[src/rtl/psum_accumulator.sv]
// Dot-product partial-sum accumulator with Q1.7 requantized output.
// Define PSUM_ACC_SAT_EN for a saturating accumulator with a sticky acc_ovf flag.
module psum_accumulator #(
  parameter int CNT_WIDTH = 16
) (
  input  logic                 clk,
  input  logic                 rst_n,
  input  logic                 in_valid,
  output logic                 in_ready,
  input  logic [31:0]          in_product,
  input  logic                 in_last,
  output logic                 out_valid,
  input  logic                 out_ready,
  output logic [31:0]          out_psum,
  output logic [7:0]           out_q,
  output logic                 out_sat,
  output logic [CNT_WIDTH-1:0] out_count,
  output logic                 acc_ovf
);

  typedef enum logic [1:0] {
    IDLE,
    ACCUM,
    HOLD
  } state_t;

  state_t               state;
  logic [31:0]          acc;
  logic [CNT_WIDTH-1:0] cnt;

  logic                 take;
  logic                 done;
  logic [31:0]          acc_nxt;
  logic [CNT_WIDTH-1:0] cnt_nxt;
  logic signed [32:0]   rnd;
  logic                 hi_clip;
  logic                 lo_clip;
  logic [7:0]           q_nxt;
  logic                 unused_rnd;

  // rst_n is active-high here, so the port is blocked while it is 1
  assign in_ready = (state != HOLD) && !rst_n;
  assign take     = in_valid && in_ready;
  assign done     = out_valid && out_ready;

`ifdef PSUM_ACC_SAT_EN
  logic [32:0] sum;
  logic        add_ovf;
  logic        ovf_sticky;
  logic        ovf_nxt;
  logic        ovf_q;

  assign sum     = {acc[31], acc} + {in_product[31], in_product};
  assign add_ovf = sum[32] ^ sum[31];
  assign acc_ovf = ovf_q;
`else
  assign acc_ovf = 1'b0;
`endif

  always_comb begin
    acc_nxt = in_product;
    cnt_nxt = {{(CNT_WIDTH-1){1'b0}}, 1'b1};
`ifdef PSUM_ACC_SAT_EN
    ovf_nxt = 1'b0;
`endif
    if (state == ACCUM) begin
      cnt_nxt = (&cnt) ? cnt : cnt + 1'b1;
`ifdef PSUM_ACC_SAT_EN
      ovf_nxt = ovf_sticky | add_ovf;
      if (add_ovf)
        acc_nxt = sum[32] ? 32'h8000_0000 : 32'h7FFF_FFFF;
      else
        acc_nxt = sum[31:0];
`else
      acc_nxt = acc + in_product;
`endif
    end
  end

  // r = rnd >>> 7, so clip thresholds are scaled by 128
  assign rnd     = $signed({acc_nxt[31], acc_nxt}) + 33'sd64;
  assign hi_clip = rnd > 33'sd16383;
  assign lo_clip = rnd < -33'sd16384;
  assign q_nxt   = hi_clip ? 8'h7F :
                   lo_clip ? 8'h80 : rnd[14:7];
  assign unused_rnd = ^rnd[6:0];

  always_ff @(posedge clk or posedge rst_n) begin
    if (rst_n) begin
      state     <= IDLE;
      acc       <= '0;
      cnt       <= '0;
      out_valid <= 1'b0;
      out_psum  <= '0;
      out_q     <= '0;
      out_sat   <= 1'b0;
      out_count <= '0;
`ifdef PSUM_ACC_SAT_EN
      ovf_sticky <= 1'b0;
      ovf_q      <= 1'b0;
`endif
    end else begin
      unique case (state)
        IDLE, ACCUM: begin
          if (take) begin
            acc <= acc_nxt;
            cnt <= cnt_nxt;
`ifdef PSUM_ACC_SAT_EN
            ovf_sticky <= ovf_nxt;
`endif
            if (in_last) begin
              state     <= HOLD;
              out_valid <= 1'b1;
              out_psum  <= acc_nxt;
              out_q     <= q_nxt;
              out_sat   <= hi_clip | lo_clip;
              out_count <= cnt_nxt;
`ifdef PSUM_ACC_SAT_EN
              ovf_q     <= ovf_nxt;
`endif
            end else begin
              state <= ACCUM;
            end
          end
        end
        HOLD: begin
          if (done) begin
            state     <= IDLE;
            out_valid <= 1'b0;
            out_sat   <= 1'b0;
`ifdef PSUM_ACC_SAT_EN
            ovf_sticky <= 1'b0;
            ovf_q      <= 1'b0;
`endif
          end
        end
        default: state <= IDLE;
      endcase
    end
  end

endmodule

[config.mk]
export PLATFORM = sky130hd
export DESIGN_NAME = psum_accumulator
export DESIGN_NICKNAME = d
export VERILOG_FILES = /design/src/rtl/psum_accumulator.sv
export SDC_FILE = /design/constraint.sdc
export NUM_CORES = 1
export LEC_CHECK = 0
export CAP_MARGIN = 5
export CORE_MARGIN = 2
export CORE_UTILIZATION = 50
export DETAILED_ROUTE_END_ITERATION = 10
export GPL_ROUTABILITY_DRIVEN = 0
export PLACE_DENSITY = 0.72
export RECOVER_POWER = 25
export SYNTH_ARGS = -nofsm -noshare
export SYNTH_HDL_FRONTEND = slang
export SYNTH_SLANG_ARGS = --single-unit
export TNS_END_PERCENT = 1
[constraint.sdc]
create_clock -name clk -period 5.7 [get_ports clk]
set_input_delay 1.14 -clock clk [delete_from_list [all_inputs] [get_ports clk]]
set_output_delay 1.14 -clock clk [all_outputs]
set_load 0.1 [all_outputs]
==> out/qor.yml <==
postLayoutCoreUtil_pct: 62.3
fmax_mhz: 186
die_w_um: 127
rrSetupSlack_ns: 1.22
cts_setup_buffers: 0
clock_sinks: 108
final_common_cell: "nand2_1"
grt_pass1_vias: 6981
critPathMaxFanout: 8
slowest_stage: "or4_4"
grt-ovfl-total: 0
grt.total_usage_pct: 26.6
hpwl_um: 15500
async_flop_share_pct: 100
synth_edf_count: 0
cts_tree: "done"
timing.slew.headroom_pct: -119
syn-num-nets: 1010
powerDensity_nw_per_um2: 534
setup_violations: 0
first_iter_violations: 611
drt_first_pass_iters: 5
coreArea_sq_um: 15000
end_kind: "flop"
htreeDepth: 3
drive_gt1_share_pct: 9.38
finalWirelength_um: 21300
yosysWarnings: 0
highest_layer: "met4"
cp_cell_sequence: "clkdlybuf4s50_1, ha_1, fa_2, a211oi_1, buf_4, o21ai_2, buf_4, a211oi_1, nor3_1, or2_1, or3b_4, or4_4, or4_1, a21boi_1, nand4b_1, o41ai_4, buf_6, o211ai_1"
dieArea_sq_um: 16300
numCtsBuffers: 9
finalCritPeriodShare_pct: 94.4
outcome: "complete, but fails checks"
critPathBufInv: 4
critPathLaunch: "in_product[0]"
reg2reg_from: "acc[0]$_DFFE_PP0P_"
cp-start-kind: "input port"
synth-seq-area-share_pct: 35.5
peakVddDrop_mv: 0.466
crit_cells: 18
routedWlPerCell_um: 17.1
r2r_cells: 17
clk_latency_ns: 0.36
die_h_um: 127
critPathKind: "input port to flop"
clk_pin_slew_worst_paths_ns: 0.08
antennaDiodeCount: 0
final_cell_mix: "nand2_1, o21ai_0, dfrtp_1"
nets: 1122
hold_violations: 0
slew_violations: 84
grt_pass1_wl_um: 34900
num_vias: 7460
synth_area_sq_um: 7620
io_buffer_count: 95
synthFlopType: "dfrtp_1"
met1_length_um: 9620
synth_cell_type_count: 76
fp-row-count: 45
root_buffer: "clkbuf_16"
cpLargestDelayFamily: "simple AND/OR/NAND/NOR gates"
syn_avg_cell_area_sq_um: 8.13
min_path_type: "flop to flop"
initial_core_util_pct: 50.7
cts.path.max_buffers: 2
wl_met2_um: 10100
worst_r2r_endpoint: "out_sat$_DFFE_PP0P_"
power_leakage_nw: 3.94
grt_start_max_net_pins: 103
cts_resized: 0
synth-seq-cells: 108
arrival_ns: 5.59
cts-hold-fix-buffers: 0
tightest_slew_ns: 3.28
cp.required_ns: 5.91
rsz0062_at_grt: "false"
drcViolationCount: 0
syn2layout_area_growth_pct: 22.8
num_io_pins: 97
min_period_ns: 5.38
skew_ns: 0.0112
violations: "capacitance limit, slew limit"
cap_viol_max_count: 1
ant_nets: 0
critPathCapture: "out_sat$_DFFE_PP0P_"
grt_antenna_before_repair: 0
syn_inst: 938
route.met3.wl_um: 1210
whs_ns: 0.478
viasPerCell: 6.00
slowest_delay_ns: 0.54
[worst min-delay path by stage]
stage	startpoint	endpoint	slack, ns	cells past startpoint
floorplan	acc[0]$_DFFE_PP0P_	acc[0]$_DFFE_PP0P_	0.45	2
global placement	out_psum[26]$_DFFE_PP0P_	out_psum[26]$_DFFE_PP0P_	0.46	2
detailed placement	out_psum[21]$_DFFE_PP0P_	out_psum[21]$_DFFE_PP0P_	0.47	2
CTS	out_psum[21]$_DFFE_PP0P_	out_psum[21]$_DFFE_PP0P_	0.49	2
global route	out_psum[22]$_DFFE_PP0P_	out_psum[22]$_DFFE_PP0P_	0.50	2
finish	out_psum[23]$_DFFE_PP0P_	out_psum[23]$_DFFE_PP0P_	0.48	2
[per-stage QoR]
stage / total power, mW / TNS (ns) / std cells / setup WS (ns) / cell area [sq um]
2_1_floorplan: 3.45 / 0 / 938 / 0.362 / 7620
3_3_place_gp: 4.30 / -0.598 / 1227 / -0.0945 / 9040
3_5_place_dp: 4.33 / -0.985 / 1227 / -0.150 / 9040
4_1_cts: 5.00 / 0 / 1243 / 0.217 / 9340
5_1_grt: 5.31 / 0 / 1243 / 0.0342 / 9360
6_report: 5.00 / 0 / 1243 / 0.322 / 9360
[worst reg2reg max path, stage by stage (launching register included)]
cell,delay [ns]
dfrtp_1,0.38
ha_1,0.21
fa_2,0.38
a211oi_1,0.21
buf_4,0.15
o21ai_2,0.06
buf_4,0.16
a211oi_1,0.20
nor3_1,0.10
or2_1,0.23
or3b_4,0.38
or4_4,0.54
or4_1,0.41
a21boi_1,0.16
nand4b_1,0.18
o41ai_4,0.34
buf_6,0.17
o211ai_1,0.08
[kinds of logic after synthesis]
group | synth area share, %
and+or+nand+nor | 23.6
AOI/OAI and AO/OA | 24.7
DFF | 35.5
buffers and inverters | 3.32
xor gates and xnor gates | 4.71
adders and majority gates | 5.84
muxes | 2.40
other | 0.0492
[flip-flops by register name, indices dropped and copies added, names as in the netlist]
signal     count
acc           32
cnt           16
out_count     16
out_psum      32
out_q          8
out_sat        1
out_valid      1
state          2
[metal layers]
metal / global-route usage (%) / vias up
met5: 0 / -
met1: 36.0 / 3562
met2: 43.3 / 228
met4: 8.34 / 0
li1: - / 3641
met3: 5.11 / 29
[synthesized netlist by cell type (16+ instances only)]
| cell | instances | area share, % |
|---|---|---|
| dfrtp_1 | 108 | 35 |
| ha_1 | 34 | 5.6 |
| mux2i_1 | 16 | 2.1 |
| o21ai_0 | 126 | 8.3 |
| nand3_1 | 37 | 2.4 |
| nor2_1 | 56 | 2.8 |
| xnor2_1 | 26 | 3.0 |
| a21oi_1 | 65 | 4.3 |
| nand4_1 | 19 | 1.6 |
| clkbuf_1 | 36 | 1.8 |
| nand2_1 | 157 | 7.7 |
| and3_1 | 19 | 1.6 |
| nor3_1 | 26 | 1.7 |
[cell type report]
| cell class | count | area [sq um] |
|---|---|---|
| Sequential cell | 108 | 2700 |
| Timing Repair Buffer | 151 | 1380 |
| Inverter | 12 | 45.0 |
| Clock inverter | 5 | 55.1 |
| Fill cell | 1358 | 5670 |
| Clock buffer | 11 | 243 |
| Multi-Input combinational cell | 768 | 4710 |
| Tap cell | 188 | 235 |
[power by group]
| part | switching, mW | internal (mW) | total (mW) |
|---|---|---|---|
| sequential | 0.149 | 0.985 | 1.13 |
| combinational | 2.21 | 1.02 | 3.22 |
| clock | 0.323 | 0.321 | 0.644 |
Note: power is estimated with default switching activity, not from simulation.
